File: src/rtl/regfile_write_arbiter_if.sv
// Register-file write-port bundle: write-back request, mul/div result handshake,
// the arbitrated write port and the status outputs used by the hazard unit.
interface regfile_write_arbiter_if #(
    parameter int PTR_W = 2
);
    logic             wb_we;
    logic [4:0]       wb_wa;
    logic [31:0]      wb_din;

    // md_* transfers at a posedge where md_valid && md_ready; the producer holds
    // md_wa/md_din stable while md_valid is high and md_ready is low.
    logic             md_valid;
    logic             md_ready;
    logic [4:0]       md_wa;
    logic [31:0]      md_din;

    logic             rf_we;
    logic [4:0]       rf_wa;
    logic [31:0]      rf_din;

    logic [31:0]      pend_mask;
    logic [PTR_W:0]   fifo_count;
    logic [7:0]       squash_cnt;

    modport slave (
        input  wb_we, wb_wa, wb_din, md_valid, md_wa, md_din,
        output md_ready, rf_we, rf_wa, rf_din, pend_mask, fifo_count, squash_cnt
    );

    modport master (
        output wb_we, wb_wa, wb_din, md_valid, md_wa, md_din,
        input  md_ready, rf_we, rf_wa, rf_din, pend_mask, fifo_count, squash_cnt
    );
endinterface

File: src/rtl/regfile_write_arbiter.sv
// Shares the register-file write port between write-back (absolute priority) and
// a small FIFO of mul/div results, squashing queued writes made stale by write-back.
module regfile_write_arbiter #(
    parameter int DEPTH = 4,
    parameter int PTR_W = 2
) (
    input  logic                    clk,
    input  logic                    rst_n,
    regfile_write_arbiter_if.slave  bus
);
    localparam logic [PTR_W:0] FULL_C = (PTR_W + 1)'(DEPTH);

    logic [4:0]       wa_q  [DEPTH];
    logic [31:0]      din_q [DEPTH];
    logic [DEPTH-1:0] vld_q, vld_d;
    logic [PTR_W-1:0] wr_ptr_q, wr_ptr_d;
    logic [PTR_W-1:0] rd_ptr_q, rd_ptr_d;
    logic [PTR_W:0]   count_q, count_d;
    logic [7:0]       sq_q, sq_d;

    logic             wb_act;
    logic             occupied;
    logic             head_vld;
    logic             pop;
    logic             push;
    logic [PTR_W:0]   n_sq;
    logic [8:0]       sq_sum;
    logic [31:0]      pend;

    assign wb_act   = bus.wb_we && (bus.wb_wa != 5'd0);
    assign occupied = (count_q != '0);
    assign head_vld = occupied && vld_q[rd_ptr_q];
    // A squashed head never needs the port, so it leaves even while write-back is busy.
    assign pop      = occupied && (!vld_q[rd_ptr_q] || !wb_act);
    assign bus.md_ready = (count_q < FULL_C);
    assign push     = bus.md_valid && bus.md_ready && (bus.md_wa != 5'd0);

    assign bus.fifo_count = count_q;
    assign bus.squash_cnt = sq_q;
    assign bus.pend_mask  = pend;

    always_comb begin
        bus.rf_we  = 1'b0;
        bus.rf_wa  = 5'd0;
        bus.rf_din = 32'd0;
        if (wb_act) begin
            bus.rf_we  = 1'b1;
            bus.rf_wa  = bus.wb_wa;
            bus.rf_din = bus.wb_din;
        end else if (head_vld) begin
            bus.rf_we  = 1'b1;
            bus.rf_wa  = wa_q[rd_ptr_q];
            bus.rf_din = din_q[rd_ptr_q];
        end
    end

    always_comb begin
        pend = 32'd0;
        for (int i = 0; i < DEPTH; i++) begin
            if (vld_q[i]) pend[wa_q[i]] = 1'b1;
        end
        pend[0] = 1'b0;
    end

    always_comb begin
        vld_d    = vld_q;
        n_sq     = '0;
        rd_ptr_d = rd_ptr_q;
        wr_ptr_d = wr_ptr_q;
        count_d  = count_q;
        if (wb_act) begin
            for (int i = 0; i < DEPTH; i++) begin
                if (vld_q[i] && (wa_q[i] == bus.wb_wa)) begin
                    vld_d[i] = 1'b0;
                    n_sq     = n_sq + (PTR_W + 1)'(1);
                end
            end
        end
        if (pop) begin
            vld_d[rd_ptr_q] = 1'b0;
            rd_ptr_d        = rd_ptr_q + (PTR_W)'(1);
        end
        // Applied after the squash so a same-cycle enqueue survives it.
        if (push) begin
            vld_d[wr_ptr_q] = 1'b1;
            wr_ptr_d        = wr_ptr_q + (PTR_W)'(1);
        end
        case ({push, pop})
            2'b10:   count_d = count_q + (PTR_W + 1)'(1);
            2'b01:   count_d = count_q - (PTR_W + 1)'(1);
            default: count_d = count_q;
        endcase
        sq_sum = {1'b0, sq_q} + 9'(n_sq);
        sq_d   = sq_sum[8] ? 8'hFF : sq_sum[7:0];
    end

    always_ff @(posedge clk or negedge rst_n) begin
        if (!rst_n) begin
            vld_q    <= '0;
            wr_ptr_q <= '0;
            rd_ptr_q <= '0;
            count_q  <= '0;
            sq_q     <= 8'd0;
            for (int i = 0; i < DEPTH; i++) begin
                wa_q[i]  <= 5'd0;
                din_q[i] <= 32'd0;
            end
        end else begin
            vld_q    <= vld_d;
            wr_ptr_q <= wr_ptr_d;
            rd_ptr_q <= rd_ptr_d;
            count_q  <= count_d;
            sq_q     <= sq_d;
            if (push) begin
                wa_q[wr_ptr_q]  <= bus.md_wa;
                din_q[wr_ptr_q] <= bus.md_din;
            end
        end
    end
endmodule

File: src/flat_wrapper.sv
// flat-port wrapper written by rule: the top's interface ports become plain ports
module regfile_write_arbiter_flat 
#(
    parameter int DEPTH = 4,
    parameter int PTR_W = 2
)
  (clk, rst_n, bus_wb_we, bus_wb_wa, bus_wb_din, bus_md_valid, bus_md_wa, bus_md_din, bus_md_ready, bus_rf_we, bus_rf_wa, bus_rf_din, bus_pend_mask, bus_fifo_count, bus_squash_cnt);
  regfile_write_arbiter_if #(.PTR_W(PTR_W)) bus_i ();
  input  logic clk;
  input  logic rst_n;
  input wire logic [$bits(bus_i.wb_we)-1:0] bus_wb_we;
  input wire logic [$bits(bus_i.wb_wa)-1:0] bus_wb_wa;
  input wire logic [$bits(bus_i.wb_din)-1:0] bus_wb_din;
  input wire logic [$bits(bus_i.md_valid)-1:0] bus_md_valid;
  input wire logic [$bits(bus_i.md_wa)-1:0] bus_md_wa;
  input wire logic [$bits(bus_i.md_din)-1:0] bus_md_din;
  output wire logic [$bits(bus_i.md_ready)-1:0] bus_md_ready;
  output wire logic [$bits(bus_i.rf_we)-1:0] bus_rf_we;
  output wire logic [$bits(bus_i.rf_wa)-1:0] bus_rf_wa;
  output wire logic [$bits(bus_i.rf_din)-1:0] bus_rf_din;
  output wire logic [$bits(bus_i.pend_mask)-1:0] bus_pend_mask;
  output wire logic [$bits(bus_i.fifo_count)-1:0] bus_fifo_count;
  output wire logic [$bits(bus_i.squash_cnt)-1:0] bus_squash_cnt;
  assign bus_i.wb_we = bus_wb_we;
  assign bus_i.wb_wa = bus_wb_wa;
  assign bus_i.wb_din = bus_wb_din;
  assign bus_i.md_valid = bus_md_valid;
  assign bus_i.md_wa = bus_md_wa;
  assign bus_i.md_din = bus_md_din;
  assign bus_md_ready = bus_i.md_ready;
  assign bus_rf_we = bus_i.rf_we;
  assign bus_rf_wa = bus_i.rf_wa;
  assign bus_rf_din = bus_i.rf_din;
  assign bus_pend_mask = bus_i.pend_mask;
  assign bus_fifo_count = bus_i.fifo_count;
  assign bus_squash_cnt = bus_i.squash_cnt;
  regfile_write_arbiter #(.DEPTH(DEPTH), .PTR_W(PTR_W)) u_core (.clk(clk), .rst_n(rst_n), .bus(bus_i));
endmodule
File: config.mk
export PLATFORM = sky130hd
export DESIGN_NAME = regfile_write_arbiter_flat
export DESIGN_NICKNAME = d
export VERILOG_FILES = /design/src/rtl/regfile_write_arbiter_if.sv /design/src/rtl/regfile_write_arbiter.sv /design/src/flat_wrapper.sv
export SDC_FILE = /design/constraint.sdc
export NUM_CORES = 1
export LEC_CHECK = 0
export ABC_AREA = 1
export CELL_PAD_IN_SITES_DETAIL_PLACEMENT = 1
export CELL_PAD_IN_SITES_GLOBAL_PLACEMENT = 2
export CORE_MARGIN = 2
export CORE_UTILIZATION = 28
export CTS_BUF_LIST = sky130_fd_sc_hd__clkbuf_8 sky130_fd_sc_hd__clkbuf_16
export CTS_CLUSTER_SIZE = 30
export DETAILED_ROUTE_END_ITERATION = 12
export PLACE_DENSITY_LB_ADDON = 0.05
export SETUP_SLACK_MARGIN = 0.02
export SLEW_MARGIN = 15
export SYNTH_ARGS = -nofsm -noshare
export SYNTH_HDL_FRONTEND = slang
export SYNTH_SLANG_ARGS = --single-unit
export TNS_END_PERCENT = 20
File: constraint.sdc
create_clock -name clk -period 3.2 [get_ports clk]
set_clock_uncertainty 0.1 [all_clocks]
set_input_delay 0.64 -clock clk [delete_from_list [all_inputs] [get_ports clk]]
set_output_delay 0.64 -clock clk [all_outputs]
set_load 0.005 [all_outputs]
# Yosys cells after proc, flatten, opt, wreduce, memory -nomap -nowiden
# Cells that the tools add are included.
[word_totals] out_inout_bits=82 register_bits=167 word_cells=127 inputBits=78
[op_classes] n_addsub=8 n_eq_ne=6 order_cmp=16 n_reduce_logical=23 muxes=53 n_bitwise=8
[ops] op="two-way mux 32 bit" count=9
[ops] op="bitwise mux 128 bit" count=1
[ops] op="OR 32 bit" count=3
[ops] op="binary-select mux 32 bit (select 2 bit)" count=1
[ops] op="demux 32 bit (select 2 bit)" count=1
[ops] op="two-way mux 5 bit" count=5
[ops] op="< comparator 5 x 6 -> 1 bit (second input constant)" count=4
[ops] op="two-way mux 3 bit" count=7
[ops] op="bitwise mux 20 bit" count=1
[ops] op="demux 1 bit (select 5 bit)" count=4
[ops] op="== test 5 bit" count=4
[ops] op=">= comparator 5 x 1 -> 1 bit (second input constant)" count=4
[ops] op="logical AND 1 bit" count=16
[ops] op="two-way mux 1 bit" count=14
[ops] op="adder 3 x 1 -> 3 bit (second input constant)" count=4
[ops] op="two-way mux 4 bit" count=3
[ops] op="binary-select mux 5 bit (select 2 bit)" count=1
[ops] op="demux 5 bit (select 2 bit)" count=1
[ops] op="nonzero test 5 bit" count=2
[ops] op="adder 8 x 3 -> 9 bit" count=1
[ops] op="two-way mux 8 bit" count=1
[ops] op=">= comparator 3 bit (second input constant)" count=2
[ops] op="< comparator 2 x 3 -> 1 bit (second input constant)" count=2
[ops] op="NOT 2 -> 3 bit" count=2
[ops] op="17 further kinds" count=21

# Logic depth before layout (Yosys ltp)
# Gate-level depths: netlist (run 1).
[depth] ltp_word=15 depth_mapped=25 depth_no_buf=24

# Least setup slack after synthesis (run 1)
# OpenSTA, ideal clock, no wires.
[synth_timing] kind="input to register" from="in bus_wb_wa[0]" to="reg u_core.sq_q[3], in the netlist u_core.bus.squash_cnt[3]" arrival_time_ns=3.283 setup_ns=0.083 required_ns=3.017 slack_ns=-0.266 path_stages=22 path_buffers=1 path_cell_list="buf_4 > inv_2 > nor2_1 > nor3_1 > nand3_1 > nor2_1 > ha_1 > inv_1 > nand2_1 > nand2_1 > inv_1 > ha_1 > o21ai_1 > inv_1 > nand2_2 > fa_1 > nor2_1 > nor2_1 > nor3_1 > and2_1 > nand2_1 > o21ai_0"
[synth_between] elab_chain_cells=15 elab_cells_between_ends=23 cone_classes="add/sub: 4; eq/ne: 4; mux: 9; reduce/logical: 6"
[synth_lines] item="from (decl)" line="flat_wrapper.sv:12" source="input wire logic [$bits(bus_i.wb_wa)-1:0] bus_wb_wa;"
[synth_lines] item="== test 5 bit" line="regfile_write_arbiter.sv:73" source="if (vld_q[i] && (wa_q[i] == bus.wb_wa)) begin"
[synth_lines] item="logical AND 1 bit" line="regfile_write_arbiter.sv:73"
[synth_lines] item="two-way mux 1 bit" line="regfile_write_arbiter.sv:73"
[synth_lines] item="two-way mux 3 bit" line="regfile_write_arbiter.sv:71" source="if (wb_act) begin"
[synth_lines] item="adder 3 x 1 -> 3 bit" line="regfile_write_arbiter.sv:75" source="n_sq = n_sq + (PTR_W + 1)'(1);"
[synth_lines] item="two-way mux 3 bit" line="regfile_write_arbiter.sv:73"
[synth_lines] item="two-way mux 3 bit" line="regfile_write_arbiter.sv:71"
[synth_lines] item="adder 3 x 1 -> 3 bit" line="regfile_write_arbiter.sv:75"
[synth_lines] item="two-way mux 3 bit" line="regfile_write_arbiter.sv:73"
[synth_lines] item="two-way mux 3 bit" line="regfile_write_arbiter.sv:71"
[synth_lines] item="adder 3 x 1 -> 3 bit" line="regfile_write_arbiter.sv:75"
[synth_lines] item="two-way mux 3 bit" line="regfile_write_arbiter.sv:73"
[synth_lines] item="two-way mux 3 bit (*)" line="regfile_write_arbiter.sv:71"
[synth_lines] item="adder 8 x 3 -> 9 bit (*)" line="regfile_write_arbiter.sv:93" source="sq_sum = {1'b0, sq_q} + 9'(n_sq);"
[synth_lines] item="two-way mux 8 bit (*)" line="regfile_write_arbiter.sv:94" source="sq_d = sq_sum[8] ? 8'hFF : sq_sum[7:0];"
[synth_lines] item="via u_core.sq_d[3]" line="regfile_write_arbiter.sv:19" source="logic [7:0] sq_q, sq_d;"
[synth_lines] item="to (signal assigned)" line="regfile_write_arbiter.sv:113" source="sq_q <= sq_d;"
[synth_lines] item="to (decl)" line="regfile_write_arbiter.sv:19"
# Mark *: on every way through the listed nets, which the timed path passes. The rest lies on a longest branch. The select of a mux whose other input is x is not followed.
# A chain may end at the register's enable or synchronous reset.

# Worst setup path in the final report (run 1)
[layout_timing] from="in bus_wb_wa[2]" to="reg u_core.vld_q[1]"
[layout_between] elab_chain_cells=8 elab_cells_between_ends=13 cone_classes="eq/ne: 1; mux: 4; bitwise: 2; reduce/logical: 6"
[layout_lines] item="== test 5 bit or nonzero test 5 bit (tied branches)" line="regfile_write_arbiter.sv:73, regfile_write_arbiter.sv:30"
[layout_lines] item="logical AND 1 bit (on tied branches)" line="regfile_write_arbiter.sv:73, regfile_write_arbiter.sv:30"
[layout_lines] item="two-way mux 1 bit or zero test 1 bit (tied branches)" line="regfile_write_arbiter.sv:73, regfile_write_arbiter.sv:34"
[layout_lines] item="two-way mux 4 bit or logical OR 1 bit (tied branches)" line="regfile_write_arbiter.sv:71, regfile_write_arbiter.sv:34"
[layout_lines] item="AND 4 bit (no source line) or logical AND 1 bit (tied branches)"
[layout_lines] item="two-way mux 4 bit (*)" line="regfile_write_arbiter.sv:79" source="if (pop) begin"
[layout_lines] item="OR 4 bit (no source line)"
[layout_lines] item="two-way mux 4 bit (*)" line="regfile_write_arbiter.sv:84" source="if (push) begin"
[layout_lines] item="via u_core.vld_d[1]" line="regfile_write_arbiter.sv:15" source="logic [DEPTH-1:0] vld_q, vld_d;"
[layout_lines] item="to (signal assigned)" line="regfile_write_arbiter.sv:109" source="vld_q <= vld_d;"
[layout_lines] item="to (decl)" line="regfile_write_arbiter.sv:15"
# Mark *: on every way through the listed nets, which the timed path passes. The rest lies on a longest branch.

==> results.json, run 1 <==
{
  "status": "finished, violations left",
  "failed_checks": "setup timing",
  "grtUsageTotal_pct": 19.9,
  "clkSinkCount": 167,
  "critPathSlowestCell": "clkdlybuf4s15_2",
  "relSlewSlack_pct": 61.0,
  "synth_cell_types": 39,
  "drcViolationCount": 0,
  "max_freq_mhz": 311,
  "synth_flop_cell": "dfrtp_1",
  "portBuffers": 158,
  "post-place-ws_ns": -1.01,
  "syn_area_per_cell_um2": 7.85,
  "yosys.cell_count.top_type": "nand2_1",
  "crit_path_end_kind": "register",
  "synth_top_area_share_pct": 43.6,
  "syn_area_um2": 9580,
  "crit_required_ns": 3.42,
  "insertion_delay_ns": 0.44,
  "wl_mm": 34.9,
  "drive_gt1_share_pct": 16.0,
  "synthesis.instances": 1220,
  "fillers": 3966,
  "layout.area.seq_um2": 4190,
  "grt_pass1_wl_mm": 55.4,
  "ant_nets": 0,
  "die_x_um": 189,
  "initial_core_util_pct": 28.5,
  "rsz0062_at_grt": "true",
  "clk_pin_slew_ns": 0.07,
  "final_util_pct": 38.8,
  "crit_path_start_kind": "input port",
  "io_pins": 160,
  "core_area_um2": 33600,
  "die_area_um2": 35700,
  "final_nets": 1515,
  "min_path_type": "in2async",
  "grt_overflow": 0,
  "antenna_found_initial": 0,
  "diodes": 0,
  "worstPathArrival_ns": 3.44,
  "cpPeakStageDelay_ns": 0.23,
  "avgRoutedWirePerCell_um": 18.6,
  "drv_slew": 0,
  "critical_path_buf_inv_count": 16,
  "worst_pin_slew_ns": 0.585,
  "viasPerCell": 4.92,
  "cts_buffers": 17,
  "ys_seq_elements": 167,
  "vias": 9248,
  "powerDensity_nw_per_um2": 898,
  "die_h_um": 189,
  "finalWorstPathRequiredPeriod_ns": 3.22,
  "cts-root-buf": "clkbuf_16",
  "leakagePower_nw": 6.01,
  "cts_buffer_depth": 2,
  "hold_violations": 0,
  "setup_slack_ns": -0.0195,
  "area_growth_pct": 36.2,
  "multiInputGateArea_um2": 4660,
  "power_mw": 11.7,
  "first_global_vias": 9642,
  "path_max_fanout": 4,
  "crit_type": "in2reg",
  "synth_seq_area_share_pct": 43.6,
  "first_iter_violations": 500,
  "finalSetupTns_ns": -0.0255,
  "cts_hold_buffers": 0,
  "place_congestion": 0.834,
  "first_pass_iters": 4,
  "max_cap_violations": 0,
  "cp_common_cell": "buf_4",
  "finalSetupViolations": 2,
  "crit_family": "buffers and inverters",
  "synth_common_cells": "nand2_1 (274), dfrtp_1 (167), o21ai_0 (155)",
  "period_share_pct": 101,
  "yosysTopAreaCell": "dfrtp_1",
  "syn-num-nets": 1315,
  "htreeDepth": 4,
  "place_hpwl_mm": 23.9,
  "synth-async-reset-ratio_pct": 100,
  "yosys_warnings": 0,
  "synth_area_leaders": "dfrtp_1 (44%), nand2_1 (11%), o21ai_0 (8.1%)",
  "grt_max_degree": 68,
  "path_cells": "clkdlybuf4s15_2, xor2_1, a21oi_1, nand3_2, buf_4, buf_6, buf_6, buf_4, buf_4, buf_4, buf_4, buf_4, buf_4, buf_4, buf_4, buf_4, buf_4, buf_4, buf_4, o21ai_4, o21ai_2",
  "vdd_ir_drop_max_uv": 466,
  "rows": 67,
  "cts_tree": "done",
  "synth-edff-count": 0
}
[cell families (layout without fill, tap and decap cells)]
family | count (synthesis) | after routing | share of synthesized area [%]
compound gates | 385 | 385 | 23.0
xor+xnor | 14 | 14 | 1.28
fa+ha+maj | 17 | 17 | 2.38
buf+inv | 186 | 399 | 9.95
flops | 167 | 167 | 43.6
mux | 1 | 1 | 0.104
other cells | 1 | 1 | 0.0391
simple gates | 449 | 449 | 19.6
[stage by stage]
stage                     hold slack [ns]  instance area, um2  cells
after floorplan                     0.244                9630   1220
after global placement              0.361               11900   1824
after detailed placement            0.368               11900   1824
after CTS                          0.0566               12900   1881
after global routing               0.0718               13000   1881
final                              0.0456               13000   1881
[where the power goes]
part	leakage, nW	internal [mW]	switching (mW)
combinational	3.59	2.38	3.40
sequential	2.10	3.04	0.659
clock	0.316	1.34	0.897
[per-layer routing]
metal	vias to the layer above	routed length (um)	global-route usage, %
met1	4511	16600	27.0
met4	0	546	5.53
met5	-	0	0
met2	168	16600	32.8
li1	4537	-	-
met3	32	1240	3.17
[area by class of cell]
cell class / instances / area share (%)
multi-input cells: 867 / 35.7
inverters: 104 / 3.11
clock inverters: 14 / 1.52
clock buffers: 18 / 3.37
well taps: 448 / 4.30
flip-flops and latches: 167 / 32.1
repair buffers: 263 / 19.9
[state kept, by name, summed over array words and instances, names as in the netlist]
register	cells
u_core.wr_ptr_q	2
u_core.bus.fifo_count	3
u_core.wa_q	20
u_core.rd_ptr_q	2
u_core.vld_q	4
u_core.din_q	128
u_core.bus.squash_cnt	8
[cell usage in the layout, fill, tap and decap left out, types with 7 or more instances in the layout]
cell	netlist	layout
nand3_1	53	42
nand4_1	9	9
o21ai_1	116	121
buf_6	18	9
o21ai_0	155	143
nand2_1	274	267
ha_1	15	11
clkdlybuf4s50_1	0	128
inv_1	90	81
nor2_1	85	80
a21oi_1	17	16
buf_4	17	83
nor3_1	9	7
clkbuf_16	0	17
nand2_2	6	11
nand3_2	2	13
clkinv_4	0	7
buf_12	0	12
xor2_1	8	8
o221ai_1	31	30
o22ai_1	34	34
dfrtp_1	167	162
dlygate4sd2_1	0	13
o22a_1	30	30
dlymetal6s2s_1	0	11
inv_2	13	19
[worst paths after layout]
path / from / endpoint / slack (ns) / cells past startpoint
worst max register to register: u_core.wa_q[11]$_DFFE_PN0P_ / u_core.vld_q[1]$_DFF_PN0_ / -0.01 / 20
worst max-delay path: bus_wb_wa[2] / u_core.vld_q[1]$_DFF_PN0_ / -0.02 / 21
min in group clk: u_core.din_q[66]$_DFFE_PN0P_ / u_core.din_q[66]$_DFFE_PN0P_ / 0.38 / 2
worst min-delay path: rst_n / u_core.din_q[118]$_DFFE_PN0P_ / 0.05 / 1
max in group asynchronous: rst_n / u_core.rd_ptr_q[0]$_DFFE_PN0P_ / 2.18 / 2
worst min register to register: u_core.din_q[66]$_DFFE_PN0P_ / u_core.din_q[66]$_DFFE_PN0P_ / 0.38 / 2
[what timing repair did]
action                     CTS  global route
gates cloned                 1             0
setup buffers               24             3
resized for setup           76            48
pin swaps                   24            19
setup endpoints to repair   62            48
[worst register-to-register path: stages, from the launching register on]
cell     delay [ns]
dfrtp_1        0.41
xor2_1         0.16
nor3_2         0.20
nand3_2        0.15
buf_4          0.17
buf_6          0.10
buf_6          0.10
buf_4          0.12
buf_4          0.12
buf_4          0.13
buf_4          0.13
buf_4          0.12
buf_4          0.12
buf_4          0.12
buf_4          0.12
buf_4          0.12
buf_4          0.13
buf_4          0.13
buf_4          0.13
o21ai_4        0.15
o21ai_2        0.07
No activity file was read; power rests on OpenSTA's default activity.
==> inputs of run 2 (changes only) <==
Settings changed: REMOVE_ABC_BUFFERS set to 1.
==> results.json, run 2 (synthesis results as in run 1) <==
{
  "htreeDepth": 4,
  "whs_ns": 0.126,
  "clkSinkCount": 167,
  "worstPathArrival_ns": 3.55,
  "vdd_ir_drop_max_uv": 483,
  "rows": 67,
  "drcViolationCount": 0,
  "reg2reg_depth": 21,
  "crit_path_start_kind": "register",
  "die_area_um2": 35700,
  "cts_tree": "done",
  "cts-root-buf": "clkbuf_16",
  "first_pass_iters": 4,
  "cts_buffers": 17,
  "diodes": 0,
  "powerDensity_nw_per_um2": 874,
  "worst_pin_slew_ns": 0.680,
  "period_share_pct": 103,
  "first_global_vias": 9827,
  "max_freq_mhz": 305,
  "hold_violations": 0,
  "insertion_delay_ns": 0.44,
  "rsz0062_at_grt": "true",
  "final_nets": 1515,
  "final_cell_mix": "nand2_1 (267), dfrtp_1 (164), o21ai_0 (150)",
  "crit_type": "reg2reg",
  "io_pins": 160,
  "r2r-end": "u_core.bus.squash_cnt[2]$_DFF_PN0_",
  "max_cap_violations": 0,
  "failed_checks": "setup timing",
  "largest_register_ff_count": 128,
  "avgRoutedWirePerCell_um": 18.3,
  "setup_slack_ns": -0.0825,
  "r2r_start": "u_core.wa_q[11]$_DFFE_PN0P_",
  "drv_slew": 0,
  "final_util_pct": 38.5,
  "die_x_um": 189,
  "regMostFlops": "u_core.din_q",
  "wl_mm": 34.5,
  "status": "finished, violations left",
  "grt_max_degree": 78,
  "ant_nets": 0,
  "place_congestion": 0.846,
  "rrSetupSlack_ns": -0.08,
  "cts_hold_buffers": 0,
  "vias": 9183,
  "leakagePower_nw": 5.94,
  "finalWorstPathRequiredPeriod_ns": 3.28,
  "clk_pin_slew_ns": 0.08,
  "area_growth_pct": 35.2,
  "portBuffers": 158,
  "die_h_um": 189,
  "path_max_fanout": 7,
  "grt_overflow": 0,
  "grt_pass1_wl_mm": 55.8,
  "crit_path_end_kind": "register",
  "drive_gt1_share_pct": 14.9,
  "grtUsageTotal_pct": 19.9,
  "layout.cells.most_common": "nand2_1",
  "core_area_um2": 33600,
  "crit_required_ns": 3.46,
  "place_hpwl_mm": 23.5,
  "min_path_type": "in2async",
  "cts_buffer_depth": 2,
  "antenna_found_initial": 0,
  "viasPerCell": 4.88,
  "relSlewSlack_pct": 54.7,
  "finalSetupViolations": 9,
  "first_iter_violations": 428,
  "initial_core_util_pct": 28.5
}
-- run 2: changes by cell type in the layout (fill, tap and decap cells not counted), moves of 4 or more --
cell	before	now
buf_6	9	5
bufinv_16	4	0
clkdlybuf4s50_1	128	118
clkinv_4	7	1
clkinv_8	0	5
dlygate4sd2_1	13	30
dlymetal6s2s_1	11	4
inv_1	81	87
inv_2	19	15
inv_8	0	4
nand3_1	42	49
nand3_2	13	6
o21ai_0	143	150
o21ai_1	121	116
-- run 2: routing by layer --
layer	global-route usage (%)	share of wire, %	wire length [um]
met5	0	0	0
met4	4.78	1.4	498
met3	2.45	2.7	938
met2	33.6	48	16400
met1	27.0	48	16700
-- run 2: power breakdown --
| part | internal (mW) | switching [mW] | total [mW] |
|---|---|---|---|
| sequential | 3.04 | 0.625 | 3.66 |
| clock | 1.06 | 1.05 | 2.11 |
| combinational | 2.24 | 3.30 | 5.54 |
-- run 2: layout make-up --
type	instances	area (um2)
multi-input cells	867	4630
flip-flops and latches	167	4180
repair buffers	263	2570
clock inverters	15	179
fillers	4037	20700
well taps	448	561
inverters	104	403
clock buffers	17	425
-- run 2: per-stage QoR --
step	cells	worst slack, ns	power [mW]	setup TNS (ns)	cell area [um2]
detailed placement	1829	-1.14	9.23	-32.26	11900
global placement	1829	-0.997	9.13	-29.74	11900
finish	1881	-0.0825	11.3	-0.467	12900
floorplan	1138	-0.598	6.60	-19.79	9020
global route	1881	-0.245	12.4	-2.11	12900
CTS	1878	-0.0712	11.4	-0.611	12800
-- run 2: how the worst max path moves through the flow --
stage	from	end	slack, ns	depth (start not counted)
final	u_core.wa_q[11]$_DFFE_PN0P_	u_core.bus.squash_cnt[2]$_DFF_PN0_	-0.08	21
after global routing	u_core.wa_q[11]$_DFFE_PN0P_	u_core.bus.squash_cnt[2]$_DFF_PN0_	-0.25	21
after CTS	u_core.wa_q[11]$_DFFE_PN0P_	u_core.bus.squash_cnt[3]$_DFF_PN0_	-0.07	21
after detailed placement	bus_wb_wa[1]	u_core.bus.squash_cnt[3]$_DFF_PN0_	-1.14	21
after global placement	bus_wb_wa[1]	u_core.bus.squash_cnt[3]$_DFF_PN0_	-1.0	21
after floorplan	u_core.rd_ptr_q[0]$_DFFE_PN0P_	bus_rf_wa[2]	-0.60	7
-- run 2: critical path, stage by stage (launching register included) --
cell and delay [ns]:
dfrtp_1 0.39, xor2_1 0.14, nor3_1 0.20, nand3_1 0.15, nor2_2 0.14, buf_4 0.13
ha_4 0.19, inv_2 0.06, nand2_2 0.05, nand2_2 0.09, inv_2 0.06, ha_4 0.25
o21ai_2 0.04, inv_1 0.06, nand2_2 0.07, fa_2 0.39, nor2_4 0.17, nor2_4 0.06
nor3_4 0.13, and2_4 0.20, nand2_8 0.08, o21ai_2 0.08
-- run 2: timing repair --
action | in CTS | in global routing
endpoints found under the setup margin | 47 | 23
pin swaps | 22 | 20
cloned | 2 | 0
gates resized for setup | 85 | 32
setup buffers | 15 | 4
